==> src/rtl/mem_arbiter.sv <==
// rtl/mem_arbiter.sv - two-port picorv32 memory arbiter with registered outputs and timeout watchdog
// Build option: MEM_ARBITER_ROUND_ROBIN_EN selects round-robin tie-break instead of fixed port-0 priority.
module mem_arbiter #(
   parameter int TIMEOUT = 255
) (
   input  logic        clk,
   input  logic        reset_n,

   input  logic        s0_mem_valid,
   input  logic        s0_mem_instr,
   input  logic [31:0] s0_mem_addr,
   input  logic [31:0] s0_mem_wdata,
   input  logic [3:0]  s0_mem_wstrb,
   output logic        s0_mem_ready,
   output logic [31:0] s0_mem_rdata,
   output logic        s0_mem_err,

   input  logic        s1_mem_valid,
   input  logic        s1_mem_instr,
   input  logic [31:0] s1_mem_addr,
   input  logic [31:0] s1_mem_wdata,
   input  logic [3:0]  s1_mem_wstrb,
   output logic        s1_mem_ready,
   output logic [31:0] s1_mem_rdata,
   output logic        s1_mem_err,

   output logic        mem_valid,
   output logic        mem_instr,
   output logic [31:0] mem_addr,
   output logic [31:0] mem_wdata,
   output logic [3:0]  mem_wstrb,
   input  logic        mem_ready,
   input  logic [31:0] mem_rdata,

   output logic        grant,
   output logic        busy
);

   localparam int CW = (TIMEOUT > 0) ? $clog2(TIMEOUT + 1) : 1;
   localparam logic [CW-1:0] CNT_LIM = (TIMEOUT > 0) ? CW'(TIMEOUT - 1) : '0;

   typedef enum logic [1:0] {
      IDLE = 2'd0,
      BUSY = 2'd1,
      RESP = 2'd2
   } state_t;

   state_t        state_q, state_d;
   logic [CW-1:0] cnt_q, cnt_d;
   logic          grant_q, grant_d;

   logic          mem_valid_q, mem_valid_d;
   logic          mem_instr_q, mem_instr_d;
   logic [31:0]   mem_addr_q, mem_addr_d;
   logic [31:0]   mem_wdata_q, mem_wdata_d;
   logic [3:0]    mem_wstrb_q, mem_wstrb_d;

   logic          s0_ready_q, s0_ready_d;
   logic          s0_err_q, s0_err_d;
   logic [31:0]   s0_rdata_q, s0_rdata_d;
   logic          s1_ready_q, s1_ready_d;
   logic          s1_err_q, s1_err_d;
   logic [31:0]   s1_rdata_q, s1_rdata_d;

   logic          win;

`ifdef MEM_ARBITER_ROUND_ROBIN_EN
   logic          last_q, last_d;

   // On a tie the port that did not win last time goes first.
   always_comb begin
      if (s0_mem_valid && s1_mem_valid) win = ~last_q;
      else                              win = ~s0_mem_valid;
   end
`else
   always_comb win = ~s0_mem_valid;
`endif

   always_comb begin
      state_d     = state_q;
      cnt_d       = cnt_q;
      grant_d     = grant_q;
      mem_valid_d = mem_valid_q;
      mem_instr_d = mem_instr_q;
      mem_addr_d  = mem_addr_q;
      mem_wdata_d = mem_wdata_q;
      mem_wstrb_d = mem_wstrb_q;
      s0_ready_d  = s0_ready_q;
      s0_err_d    = s0_err_q;
      s0_rdata_d  = s0_rdata_q;
      s1_ready_d  = s1_ready_q;
      s1_err_d    = s1_err_q;
      s1_rdata_d  = s1_rdata_q;
`ifdef MEM_ARBITER_ROUND_ROBIN_EN
      last_d      = last_q;
`endif

      case (state_q)
         IDLE: begin
            if (s0_mem_valid || s1_mem_valid) begin
               grant_d     = win;
               mem_valid_d = 1'b1;
               mem_instr_d = win ? s1_mem_instr : s0_mem_instr;
               mem_addr_d  = win ? s1_mem_addr  : s0_mem_addr;
               mem_wdata_d = win ? s1_mem_wdata : s0_mem_wdata;
               mem_wstrb_d = win ? s1_mem_wstrb : s0_mem_wstrb;
               cnt_d       = '0;
               state_d     = BUSY;
`ifdef MEM_ARBITER_ROUND_ROBIN_EN
               last_d      = win;
`endif
            end
         end
         BUSY: begin
            // A ready arriving in the final watchdog cycle still wins over the timeout.
            if (mem_ready) begin
               mem_valid_d = 1'b0;
               state_d     = RESP;
               if (grant_q) begin
                  s1_ready_d = 1'b1;
                  s1_rdata_d = mem_rdata;
               end else begin
                  s0_ready_d = 1'b1;
                  s0_rdata_d = mem_rdata;
               end
            end else if ((TIMEOUT != 0) && (cnt_q == CNT_LIM)) begin
               mem_valid_d = 1'b0;
               state_d     = RESP;
               if (grant_q) begin
                  s1_ready_d = 1'b1;
                  s1_err_d   = 1'b1;
                  s1_rdata_d = '0;
               end else begin
                  s0_ready_d = 1'b1;
                  s0_err_d   = 1'b1;
                  s0_rdata_d = '0;
               end
            end else if (TIMEOUT != 0) begin
               cnt_d = cnt_q + CW'(1);
            end
         end
         RESP: begin
            s0_ready_d = 1'b0;
            s0_err_d   = 1'b0;
            s0_rdata_d = '0;
            s1_ready_d = 1'b0;
            s1_err_d   = 1'b0;
            s1_rdata_d = '0;
            state_d    = IDLE;
         end
         default: state_d = IDLE;
      endcase
   end

   always_ff @(posedge clk or negedge reset_n) begin
      if (!reset_n) begin
         state_q     <= IDLE;
         cnt_q       <= '0;
         grant_q     <= 1'b0;
         mem_valid_q <= 1'b0;
         mem_instr_q <= 1'b0;
         mem_addr_q  <= '0;
         mem_wdata_q <= '0;
         mem_wstrb_q <= '0;
         s0_ready_q  <= 1'b0;
         s0_err_q    <= 1'b0;
         s0_rdata_q  <= '0;
         s1_ready_q  <= 1'b0;
         s1_err_q    <= 1'b0;
         s1_rdata_q  <= '0;
`ifdef MEM_ARBITER_ROUND_ROBIN_EN
         last_q      <= 1'b1;
`endif
      end else begin
         state_q     <= state_d;
         cnt_q       <= cnt_d;
         grant_q     <= grant_d;
         mem_valid_q <= mem_valid_d;
         mem_instr_q <= mem_instr_d;
         mem_addr_q  <= mem_addr_d;
         mem_wdata_q <= mem_wdata_d;
         mem_wstrb_q <= mem_wstrb_d;
         s0_ready_q  <= s0_ready_d;
         s0_err_q    <= s0_err_d;
         s0_rdata_q  <= s0_rdata_d;
         s1_ready_q  <= s1_ready_d;
         s1_err_q    <= s1_err_d;
         s1_rdata_q  <= s1_rdata_d;
`ifdef MEM_ARBITER_ROUND_ROBIN_EN
         last_q      <= last_d;
`endif
      end
   end

   assign mem_valid    = mem_valid_q;
   assign mem_instr    = mem_instr_q;
   assign mem_addr     = mem_addr_q;
   assign mem_wdata    = mem_wdata_q;
   assign mem_wstrb    = mem_wstrb_q;
   assign s0_mem_ready = s0_ready_q;
   assign s0_mem_err   = s0_err_q;
   assign s0_mem_rdata = s0_rdata_q;
   assign s1_mem_ready = s1_ready_q;
   assign s1_mem_err   = s1_err_q;
   assign s1_mem_rdata = s1_rdata_q;
   assign grant        = grant_q;
   assign busy         = (state_q != IDLE);

endmodule

==> config.mk <==
export PLATFORM = sky130hd
export DESIGN_NAME = mem_arbiter
export DESIGN_NICKNAME = d
export VERILOG_FILES = /design/src/rtl/mem_arbiter.sv
export SDC_FILE = /design/constraint.sdc
export NUM_CORES = 1
export LEC_CHECK = 0
export CAP_MARGIN = 20
export CORE_MARGIN = 2
export CORE_UTILIZATION = 37
export CTS_CLUSTER_DIAMETER = 200
export DETAILED_ROUTE_END_ITERATION = 12
export PLACE_DENSITY = 0.82
export REMOVE_ABC_BUFFERS = 1
export SKIP_LAST_GASP = 1
export SYNTH_ARGS = -nofsm -noshare
export SYNTH_HDL_FRONTEND = slang
export SYNTH_SLANG_ARGS = --single-unit
==> constraint.sdc <==
create_clock -name clk -period 1.8 [get_ports clk]
set_clock_uncertainty 0.05 [all_clocks]
set_input_delay 0.27 -clock clk [delete_from_list [all_inputs] [get_ports clk]]
set_output_delay 0.27 -clock clk [all_outputs]
set_load 0.01 [all_outputs]
* After elaboration in Yosys (flattened, before gate mapping)
Index checks and enable logic that the tools add are counted.
Storage, ports and cells: register bits after elaboration 149, output and inout bits 140
Operators by class: $add $sub $neg 1, equality and inequality tests 10, muxes and demuxes 42, bitwise logic cells 1, reductions and logical operators 14
Operators with widths (count):
- two-way mux 32 bit | 10
- case mux 32 bit (2 select lines) | 2
- two-way mux 8 bit | 3
- two-way mux 1 bit | 16
- case mux 8 bit (2 select lines) | 1
- != test 2 bit (second input constant) | 6
- AND reduction 4 bit | 3
- case mux 1 bit (2 select lines) | 5
- AND reduction 3 bit | 3
- adder 8 x 1 -> 8 bit (second input constant) | 1
- equality test 8 bit (second input constant) | 1
- two-way mux 2 bit | 3
- AND reduction 2 bit | 3
- nonzero test 2 bit | 3
- two-way mux 4 bit | 1
- case mux 2 bit (2 select lines) | 1
- != test 3 bit (second input constant) | 1
- equality test 2 x 1 -> 1 bit (second input constant) | 1
- equality test 2 bit (second input constant) | 1
- logical NOT 2 bit | 1
- logical OR 1 bit | 1
- NOT 1 bit | 1

* Depth between registers and ports, before layout
Gate-level depths: netlist of run 1.
depth after elaboration 4, gate-level depth with buffers 8, mapped depth without buffers 6

* Worst setup path before layout of run 1
Ideal clock, no wire load.
path kind register -> register, start point register state_q[0], end point register cnt_q[7], setup time 0.124 ns, data arrival time 1.567 ns, required time 1.626 ns, setup slack 0.059 ns, cell stages (with the launch flop) 7, path through dfrtp_1 > inv_1 > ha_1 > or3b_1 > o211a_2 > and3_1 > a211o_1
On the way: word-level cells in the longest chain between the ends 3, elaborated cells between the ends (all ways) 8, classes of those cells eq/ne (4); mux (1); reduce/logical (3)
Ends and longest elaborated chain:
- start, declared | RTL line 48 | state_t state_q, state_d;
- start signal, assigned | RTL line 175 | state_q <= state_d;
- equality test 2 x 1 -> 1 bit or logical NOT 2 bit (tied branches) | RTL line 98 | case (state_q)
- != test 2 bit (no source line) or nonzero test 2 bit (tied branches)
- AND reduction 4 bit (no source line)
- end signal, assigned | RTL line 176 | cnt_q <= cnt_d;
- end, declared | RTL line 49 | logic [CW-1:0] cnt_q, cnt_d;
Several ways; a longest one is shown, not always the timed one. A chain may end at the register's enable or synchronous reset.

* Worst setup path after layout of run 1
start point register cnt_q[0], end point register s1_rdata_q[19] (netlist: s1_mem_rdata[19])
On the way: word-level cells in the longest chain between the ends 3
Ends and longest elaborated chain:
- equality test 8 bit | RTL line 126 | end else if ((TIMEOUT != 0) && (cnt_q == CNT_LIM)) begin
- != test 3 bit (no source line)
- AND reduction 3 bit (no source line)
- end signal, assigned | RTL line 188 | s1_rdata_q <= s1_rdata_d;
- end, declared | RTL line 63 | logic [31:0] s1_rdata_q, s1_rdata_d;
Every way passes these cells.

==> results of run 1 <==
cell families (layout without fill, tap and decap cells):
| kind of cell | Yosys count | in the layout | synth area share [%] |
|---|---|---|---|
| multiplexers | 73 | 73 | 11.31 |
| buffers and inverters | 53 | 392 | 4.112 |
| adder cells (fa/ha/maj) | 6 | 6 | 1.158 |
| AO/OA/AOI/OAI | 159 | 159 | 18.30 |
| AND/OR/NAND/NOR | 107 | 107 | 7.587 |
| flip-flops | 149 | 149 | 57.53 |
layer usage:
layer / global-route usage, % / up-vias
met5: 0 / -
met4: 6.481 / 0
met3: 8.837 / 25
met2: 35.57 / 253
met1: 24.31 / 2794
li1: - / 2685
sequential cells by signal, summed over array words and instances, names as in the netlist, 2 cells and up:
signal and flops:
cnt_q 8, state_q 2, mem_wstrb 4, mem_wdata 32
s1_mem_rdata 32, mem_addr 32, s0_mem_rdata 32
critical path, delay by kind of cell (launching register included):
kind	cells	cell delay, ns
AO/OA/AOI/OAI	2	0.52
adder cells (fa/ha/maj)	1	0.19
buffers and inverters	2	0.23
flip-flops	1	0.38
AND/OR/NAND/NOR	2	0.26
layout make-up:
| cell class | count | share of cell area [%] |
|---|---|---|
| clock inverters | 15 | 1.486 |
| repair buffers | 351 | 33.49 |
| clock buffers | 17 | 3.948 |
| inverters | 9 | 0.3135 |
| multi-input cells | 345 | 23.54 |
| flip-flops and latches | 149 | 34.61 |
| well taps | 225 | 2.613 |
power groups by stage:
| stage | Clock (mW) | Sequential (mW) | Combinational, mW |
|---|---|---|---|
| CTS | 3.61 | 5.53 | 8.60 |
| floorplan | 0 | 6.08 | 2.63 |
| global route | 3.78 | 5.68 | 9.27 |
| finish | 3.53 | 5.52 | 8.57 |
| global placement | 0 | 5.50 | 8.36 |
| detailed placement | 0 | 5.55 | 8.57 |
how the worst max path moves through the flow:
stage	cells past startpoint	slack [ns]	endpoint	startpoint
3_3_place_gp	5	-0.01	cnt_q[7]	s1_mem_valid
3_5_place_dp	5	-0.03	cnt_q[2]	s1_mem_valid
4_1_cts	5	0.009	busy	state_q[0]
2_1_floorplan	3	-3.60	cnt_q[2]	s0_mem_valid
5_1_grt	6	-0.04	s0_mem_rdata[4]	cnt_q[1]
6_report	7	0.04	s1_mem_rdata[19]	cnt_q[0]
synth_stat cells (2+ instances only):
library cell  count
mux2i_1          71
a32o_1           64
clkbuf_1         18
inv_1             9
nand3_1           5
buf_2            18
buf_6             6
nand3b_4          2
mux2_2            2
dfrtp_1         149
nor3_1            3
a21oi_1           6
o21ai_0          71
ha_1              6
nand2b_1          3
and3_1            3
o41ai_1           2
buf_1             2
o22a_1            2
nor2_1            6
nand2_1          78
what timing repair did:
action / in CTS / in global routing
pin swaps: 0 / 0
buffers inserted: 0 / 1
hold endpoints to repair: 38 / 0
setup endpoints to repair: 2 / 72
resized for setup: 7 / 7
hold buffers: 1 / 0
metrics by stage:
step,hold WS [ns],power (mW),util [%]
after floorplan,-0.07559,8.711,-
after global placement,0.1592,13.86,58.85
after detailed placement,0.1579,14.12,58.85
after CTS,0.2329,17.73,62.33
after global routing,0.2735,18.73,62.51
final,0.2572,17.62,62.51
==> results by group, run 1 <==
Global routing
  • Vias in the first global route: 5,823
  • Largest net degree at the start of global routing: 68
  • Antenna violations before repair: 0
  • Total GRT Usage: 21.06%
  • First-pass GRT wire length: 30.44 mm
  • Grt total ovfl: 0

Floorplanning
  • Die Width: 136.4 µm
  • Die Ht: 136.4 µm
  • Top Ports: 315
  • Site Rows: 48
  • Initial Utilization: 37.60%
  • Core area: 17,240 µm²
  • Die area: 18,590 µm²

Routing
  • Met3 wire length: 1.896 mm
  • Drt drc: 0
  • DR top layer: met4
  • Via count: 5,757
  • Final wirelength: 19.62 mm
  • Iter 0 DRT Violations: 244
  • DR vias/cell: 5.182
  • TritonRoute pass-1 iters: 6
  • Routed length per placed instance: 17.66 µm
  • ANT nets after route: 0
  • WL met2: 9.660 mm
  • Met1 WL: 7.758 mm

Worst setup path
  • CP Data Required Time: 2.04 ns
  • WP data arrival: 2.01 ns
  • Crit Reg-Reg Startpoint: cnt_q[0]
  • Reg-to-Reg End: s1_mem_rdata[19]
  • Crit-path max FO: 32
  • Worst Reg-to-Reg Cells: 7
  • R2R setup slack: 0.04 ns
  • Crit end category: flop
  • Cells along the critical path: inv_1, ha_2, nand4_4, o21ba_4, nand3b_4, buf_12, a32o_1
  • Largest stage delay on the critical path: 0.38 ns
  • Startpoint Class: flop
  • Critical path class: flop to flop
  • Crit-path slowest cell: dfrtp_1

Clock tree
  • Clock-pin slew on the worst setup and hold paths: 0.07 ns
  • CTS buffer count: 17
  • Clock Latency Late Sink: 0.41 ns
  • Root buffer cell: clkbuf_16
  • CTS Sinks: 149
  • CTS tree: yes
  • Clock Path Buffers: 2
  • H-tree depth: 4

Synthesis
  • Synth area leaders: dfrtp_1, mux2i_1, a32o_1
  • Synth Flop Type: dfrtp_1
  • Syn Area/Cell: 11.85 µm²
  • Post-synthesis sequential area ratio: 57.53%
  • Syn Std Cell Area: 6481 µm²
  • Mapped Cells: 547
  • Synth area leader: dfrtp_1
  • YS warnings: 0
  • Post-synthesis register bit count: 149
  • Synth top area share: 57.53%
  • Post-synthesis cell type count: 42
  • Post-synth EDFFs: 0
  • Ys async rst share: 100.0%

STA
  • Setup Total Neg Slack: 0 ns
  • Crit share post-route: 97.95%
  • Pins Over Slew Limit: 0
  • Final setup fails: 0
  • Final hold viol count: 0
  • Slew margin rel.: 67.95%
  • Fin crit period: 1.763 ns
  • Peak Freq: 567.2 MHz
  • RSZ-0062 raised after global routing: true
  • Worst Tran Pin Value: 0.4807 ns
  • Final setup margin: 0.03689 ns

Cells and area
  • Fillcell total: 1,330
  • Final std cells w/o fill: 1,111
  • Most frequent cells in the layout: clkdlybuf4s50_1, dfrtp_1, nand2_1, mux2i_1, o21ai_0
  • Post-route cell area: 10,780 µm²
  • Antenna diodes: 0
  • Share of cells above drive strength 1: 10.16%
  • Layout area overhead: 66.25%
  • Multi-input logic area: 2536 µm²
  • Final Net Count: 1,054
  • Commonest non-fill, non-tap cell in the layout: clkdlybuf4s50_1
  • Register area: 3730 µm²

Power and ir drop
  • Sequential share of power: 31.3%
  • Pwr/cell area: 1635 nW/µm²
  • Power share of the combinational group: 48.6%
  • Clock group share of total power: 20.1%
  • Sw frac: 35.84%
  • Lkg Pwr: 4.719 nW
  • P_sw: 6.315 mW
  • VDD IR max: 1286 µV
  • Int Power: 11.31 mW

Hold path
  • HP Start: s0_mem_valid
  • Hold crit path type: primary input to flop
  • WHS Path Cells: 3
  • Hold Path Sink: mem_addr[12]

Status
  • Status: complete, no violations

Place
  • Placed Instances: 1,077
  • HPWL after DPL: 14.47 mm
  • I/O Buffers: 314
  • Place WS: -0.02852 ns
  • GPL Wtd Cong: 0.8125
  • Placed Area: 10,140 µm²

Job
  • Maxcap violations: 0
Power figures use the tool's default switching activity.
==> run 2, diff against run 1 <==
- CAP_MARGIN: 20 -> 0
- CORE_UTILIZATION: 37 -> 41
- PLACE_DENSITY: 0.82 -> 0.86
- clock period: 1.8 -> 2 ns (I/O delays scaled with it)
==> run 2 against run 1 <==
  * Global-route usage grew 3.2 points
  * Clock power shrank 6.8%
  * Die area shrank 9.5%
  * Utilization grew 6.9 points
  * Worst setup slack gained 0.025 ns
  * Sequential cell count is the same
  * Total power shrank 11%
  * Combinational power shrank 13%
  * Non-clock buffer count shrank 11
  * Critical endpoint is now grant
==> results by group, run 2 (synthesized netlist as in run 1, its figures left out) <==
Routing
  • Routed length per placed instance: 18.74 µm (+6.1%)
  • ANT nets after route: 0 (unchanged)
  • Iter 0 DRT Violations: 322 (+32%)
  • Via count: 5,764 (+0.12%)
  • DR vias/cell: 5.308 (+2.4%)
  • Final wirelength: 20.35 mm (+3.7%)
  • TritonRoute pass-1 iters: 6 (unchanged)
  • Drt drc: 0 (unchanged)

Power and ir drop
  • Lkg Pwr: 4.663 nW (-1.2%)
  • Pwr/cell area: 1480 nW/µm² (-9.5%)
  • VDD IR max: 947.0 µV (-26%)

Global routing
  • Largest net degree at the start of global routing: 70 (+2.9%)
  • Vias in the first global route: 5,904 (+1.4%)
  • Antenna violations before repair: 1 (+1)
  • Total GRT Usage: 24.22% (+3.2 points)
  • First-pass GRT wire length: 31.28 mm (+2.8%)
  • Grt total ovfl: 0 (unchanged)

STA
  • Worst Tran Pin Value: 0.5149 ns (+0.03418 ns)
  • Fin Hold WS: 0.1110 ns (-0.1462 ns)
  • Fin crit period: 1.938 ns
  • RSZ-0062 raised after global routing: false
  • Peak Freq: 515.9 MHz
  • Final hold viol count: 0 (unchanged)
  • Final setup fails: 0 (unchanged)
  • Slew margin rel.: 65.67% (-2.3 points)
  • Crit share post-route: 96.91%
  • Pins Over Slew Limit: 0 (unchanged)

Cells and area
  • Antenna diodes: 0 (unchanged)
  • Post-route cell area: 10,630 µm² (-1.4%)
  • Commonest non-fill, non-tap cell in the layout: clkdlybuf4s50_1
  • Most frequent cells in the layout: clkdlybuf4s50_1, dfrtp_1, nand2_1, mux2i_1, o21ai_0
  • Final Net Count: 1,043 (-1.0%)
  • Layout area overhead: 63.98%
  • Fillcell total: 1,116 (-16%)
  • Final std cells w/o fill: 1,086 (-2.3%)
  • Share of cells above drive strength 1: 8.229% (-1.9 points)

Worst setup path
  • Crit-path slowest cell: clkdlybuf4s50_1
  • Crit end category: primary output
  • Largest stage delay on the critical path: 0.61 ns (+0.23 ns)
  • Startpoint Class: flop
  • CP Data Required Time: 1.65 ns (-0.39 ns)
  • Crit Reg-Reg Startpoint: cnt_q[0]
  • R2R setup slack: 0.14 ns (+0.10 ns)
  • Worst Reg-to-Reg Cells: 7 (unchanged)
  • Critical path class: flop to primary output
  • Buffer and inverter count on the worst path: 1 (-1)
  • WP data arrival: 1.59 ns (-0.42 ns)
  • Cells along the critical path: clkdlybuf4s50_1
  • CP top delay family: buffers and inverters
  • Crit-path max FO: 8 (-75%)
  • Reg-to-Reg End: s0_mem_rdata[30]

Clock tree
  • CTS Sinks: 149 (unchanged)
  • Clock Latency Late Sink: 0.42 ns (about the same)
  • CTS tree: yes
  • Clock Path Buffers: 2 (unchanged)
  • CTS buffer count: 17 (unchanged)
  • H-tree depth: 4 (unchanged)
  • Clock-pin slew on the worst setup and hold paths: 0.06 ns (about the same)
  • Root buffer cell: clkbuf_16

Floorplanning
  • Core area: 15,310 µm² (-11%)
  • Die Ht: 129.7 µm (-4.9%)
  • Initial Utilization: 42.32% (+4.7 points)
  • Die Width: 129.7 µm (-4.9%)
  • Top Ports: 315 (unchanged)
  • Site Rows: 45 (-6.3%)
  • Die area: 16,830 µm² (-9.5%)

Place
  • GPL Wtd Cong: 0.8307 (+2.2%)
  • I/O Buffers: 314 (unchanged)
  • Placed Area: 10,010 µm² (-1.4%)
  • Placed Instances: 1,052 (-2.3%)
  • HPWL after DPL: 14.62 mm (+1.1%)

Job
  • Maxcap violations: 0 (unchanged)

Hold path
  • WHS Path Cells: 2 (-1)
  • Hold crit path type: primary input to flop
  • Hold Path Sink: grant
  • HP Start: s0_mem_valid

Status
  • Status: complete, no violations
==> run 2: cell type report <==
class	instances	area (µm²)	area share (%)
sequential	149	3729	35.08
timing repair buffer	340	3488	32.82
multi-input combinational	345	2507	23.59
clock buffer	18	439.2	4.132
tap	211	264.0	2.484
clock inverter	14	166.4	1.566
inverter	9	33.78	0.3179
==> run 2: routing by layer <==
layer / GRT usage (%) / part of all wire (%)
met1: 28.19 / 37
met2: 40.25 / 50
met3: 9.225 / 10
met4: 10.25 / 3.2
met5: 0 / 0.054
==> run 2: repair_timing <==
| item | in CTS | in global routing |
|---|---|---|
| resized for setup | 1 | 0 |
| setup endpoints to repair | 1 | 0 |
| endpoints found under the hold margin | 45 | 0 |
| buffers inserted | 1 | 0 |
| hold buffers | 1 | 0 |
==> run 2: stage by stage <==
stage          TNS [ns]  setup WS (ns)  utilization, %  power, mW
3_3_place_gp          0         0.1349           65.34      12.21
3_5_place_dp          0         0.1227           65.34      12.44
5_1_grt               0       0.004983           69.40      16.70
2_1_floorplan   -277.45         -3.431               -      7.924
6_report              0        0.06172           69.40      15.73
4_1_cts               0        0.03505           69.40      15.84
==> run 2: worst max path at each step <==
stage | startpoint | to | slack (ns) | depth (start not counted)
global placement | s1_mem_valid | cnt_q[7] | 0.13 | 5
floorplan | s0_mem_valid | cnt_q[2] | -3.43 | 3
global route | grant | grant | 0.005 | 1
CTS | grant | grant | 0.04 | 1
detailed placement | s1_mem_valid | cnt_q[7] | 0.12 | 5
finish | grant | grant | 0.06 | 1
==> run 2: where the power goes <==
part	switching (mW)	internal, mW
registers	0.740	4.26
clock network	1.38	1.91
logic	3.53	3.90
total	5.65	10.1
==> run 2: worst register-to-register path: cells and delay by family, from the launching register on <==
family | cells | cell delay (ns)
AOI/OAI and AO/OA | 2 | 0.55
adders and majority gates | 1 | 0.15
buffers and inverters | 2 | 0.26
DFF | 1 | 0.41
and+or+nand+nor | 2 | 0.33
==> run 3, diff against run 2 <==
==> constraint.sdc (replaced) <==
create_clock -name clk -period 2 [get_ports clk]
set_clock_uncertainty 0.05 [all_clocks]
set_input_delay 0.6 -clock clk [delete_from_list [all_inputs] [get_ports clk]]
set_output_delay 0.6 -clock clk [all_outputs]
set_load 0.01 [all_outputs]
==> run 3 against run 2 <==
  * First-iteration DRC count is 20% lower
  * Global-route usage is 0.14 points higher
  * Total power is 0.72% lower
  * Die area stayed put
==> results by group, run 3 (synthesized netlist as in run 1, its figures left out) <==
Status
  • Status: complete, no violations

Worst setup path
  • Startpoint Class: flop
  • Crit-path max FO: 3 (-5)
  • Largest stage delay on the critical path: 0.40 ns (-0.21 ns)
  • Critical path class: flop to primary output
  • Buffer and inverter count on the worst path: 3 (+2)
  • Crit-path slowest cell: dfrtp_1
  • Worst Reg-to-Reg Cells: 7 (unchanged)
  • Crit Reg-Reg Startpoint: cnt_q[0]
  • CP top delay family: flip-flops
  • Cells along the critical path: inv_2, ha_2, inv_1, clkdlybuf4s15_1
  • CP Data Required Time: 1.35 ns (-0.30 ns)
  • Crit end category: primary output
  • R2R setup slack: 0.13 ns (about the same)
  • Reg-to-Reg End: s0_mem_rdata[7]
  • WP data arrival: 1.33 ns (-0.26 ns)

Floorplanning
  • Site Rows: 45 (unchanged)
  • Die Width: 129.7 µm (unchanged)
  • Die area: 16,830 µm² (unchanged)
  • Core area: 15,310 µm² (unchanged)
  • Die Ht: 129.7 µm (unchanged)
  • Initial Utilization: 42.32% (unchanged)
  • Top Ports: 315 (unchanged)

Global routing
  • Grt total ovfl: 0 (unchanged)
  • Total GRT Usage: 24.36% (+0.14 points)
  • Antenna violations before repair: 2 (+1)
  • Vias in the first global route: 5,912 (+0.14%)
  • Largest net degree at the start of global routing: 65 (-7.1%)
  • First-pass GRT wire length: 31.45 mm (+0.53%)

Power and ir drop
  • Sw frac: 36.52% (+0.60 points)
  • Overall power: 15.62 mW (-0.72%)
  • Sequential share of power: 31.9% (about the same)
  • Power share of the combinational group: 46.6% (-0.7 points)
  • Lkg Pwr: 5.645 nW (+21%)
  • Int Power: 9.913 mW (-1.7%)
  • Clock group share of total power: 21.5% (+0.6 points)
  • P_sw: 5.704 mW (+0.95%)
  • VDD IR max: 1220 µV (+29%)
  • Pwr/cell area: 1437 nW/µm² (-2.9%)

Job
  • Maxcap violations: 0 (unchanged)

Cells and area
  • Multi-input logic area: 2519 µm² (+0.45%)
  • Register area: 3729 µm² (unchanged)
  • Most frequent cells in the layout: clkdlybuf4s50_1, dfrtp_1, nand2_1, mux2i_1, o21ai_0
  • Final Net Count: 1,054 (+1.1%)
  • Fillcell total: 1,111 (-0.45%)
  • Layout area overhead: 67.72%
  • Commonest non-fill, non-tap cell in the layout: clkdlybuf4s50_1
  • Share of cells above drive strength 1: 9.819% (+1.6 points)

Clock tree
  • CTS buffer count: 17 (unchanged)
  • Clock-pin slew on the worst setup and hold paths: 0.07 ns (about the same)
  • Root buffer cell: clkbuf_16
  • Clock Latency Late Sink: 0.41 ns (about the same)
  • Clock Path Buffers: 2 (unchanged)
  • H-tree depth: 4 (unchanged)
  • CTS Sinks: 149 (unchanged)
  • CTS tree: yes
  • CTS Hold Bufs: 0 (-1)

STA
  • Final setup fails: 0 (unchanged)
  • Setup Total Neg Slack: 0 ns (unchanged)
  • Slew margin rel.: 78.12% (+12 points)
  • Peak Freq: 504.8 MHz (-2.2%)
  • Final hold viol count: 0 (unchanged)
  • Worst Tran Pin Value: 0.3267 ns (-0.1881 ns)
  • RSZ-0062 raised after global routing: true
  • Pins Over Slew Limit: 0 (unchanged)
  • Crit share post-route: 99.05% (+2.1 points)
  • Fin crit period: 1.981 ns (+0.04268 ns)

Routing
  • Final wirelength: 21.36 mm (+4.9%)
  • Drt drc: 0 (unchanged)
  • DR vias/cell: 5.375 (+1.3%)
  • TritonRoute pass-1 iters: 7 (+1)
  • Iter 0 DRT Violations: 257 (-20%)
  • Routed length per placed instance: 19.41 µm (+3.6%)
  • ANT nets after route: 0 (unchanged)
  • Via count: 5,913 (+2.6%)

Hold path
  • Hold crit path type: primary input to async pin

Place
  • HPWL after DPL: 15.22 mm (+4.1%)
  • I/O Buffers: 314 (unchanged)
  • GPL Wtd Cong: 0.8423 (+1.4%)
[run 3: cell count changes in the layout (fill, tap and decap cells not counted), sizes merged, moves of 2 or more]
| cell | previous run | this run |
|---|---|---|
| buf | 27 | 39 |
| clkdlybuf4s50 | 311 | 208 |
| clkinv | 1 | 4 |
| clkinvlp | 3 | 1 |
| diode | 0 | 3 |
| dlygate4sd2 | 1 | 41 |
| dlymetal6s2s | 0 | 62 |
[run 3: routing by layer]
| metal | vias up | wire length [µm] | GRT usage (%) |
|---|---|---|---|
| li1 | 2684 | - | - |
| met5 | - | 0 | 0 |
| met3 | 40 | 1927 | 8.733 |
| met2 | 264 | 10890 | 41.05 |
| met1 | 2925 | 7990 | 28.55 |
| met4 | 0 | 545 | 9.488 |
[run 3: layout make-up]
type / count / area share, %
Antenna cell: 3 / 0.06906
Multi-Input combinational cell: 345 / 23.17
Inverter: 9 / 0.3108
Sequential cell: 149 / 34.30
Clock buffer: 17 / 3.913
Tap cell: 211 / 2.429
Timing Repair Buffer: 351 / 34.02
Clock inverter: 15 / 1.784
[run 3: how the worst max path moves through the flow]
stage | start | endpoint | slack [ns] | cells after the start
5_1_grt | state_q[0] | busy | -0.04 | 4
6_report | state_q[0] | busy | 0.02 | 4
2_1_floorplan | s0_mem_valid | cnt_q[2] | -3.73 | 3
3_3_place_gp | s1_mem_valid | cnt_q[7] | -0.17 | 5
4_1_cts | state_q[0] | busy | -0.05 | 4
3_5_place_dp | s1_mem_valid | cnt_q[2] | -0.19 | 5
[run 3: repair_timing]
item,in CTS,in global routing
pin swaps,1,0
endpoints found under the setup margin,42,66
buffers inserted,2,2
gates resized for setup,45,65
[run 3: power groups by stage]
stage | clock network (mW) | logic [mW] | registers [mW]
2_1_floorplan | 0 | 2.45 | 5.48
3_3_place_gp | 0 | 7.31 | 4.97
3_5_place_dp | 0 | 7.56 | 5.00
4_1_cts | 3.40 | 7.40 | 4.98
5_1_grt | 3.52 | 7.94 | 5.11
6_report | 3.36 | 7.28 | 4.98
[run 3: stage by stage]
stage               utilization [%]  setup slack [ns]  std cells  instance area, µm²  hold slack [ns]
finish                        70.98           0.01904       1100               10870          0.01346
global route                  70.96          -0.03905       1099               10870          0.01408
CTS                           69.75          -0.04937       1095               10680         0.009542
floorplan                         -            -3.731        503                6248           0.2544
global placement              65.94           -0.1696       1061               10100           0.4111
detailed placement            65.94           -0.1931       1061               10100           0.4187
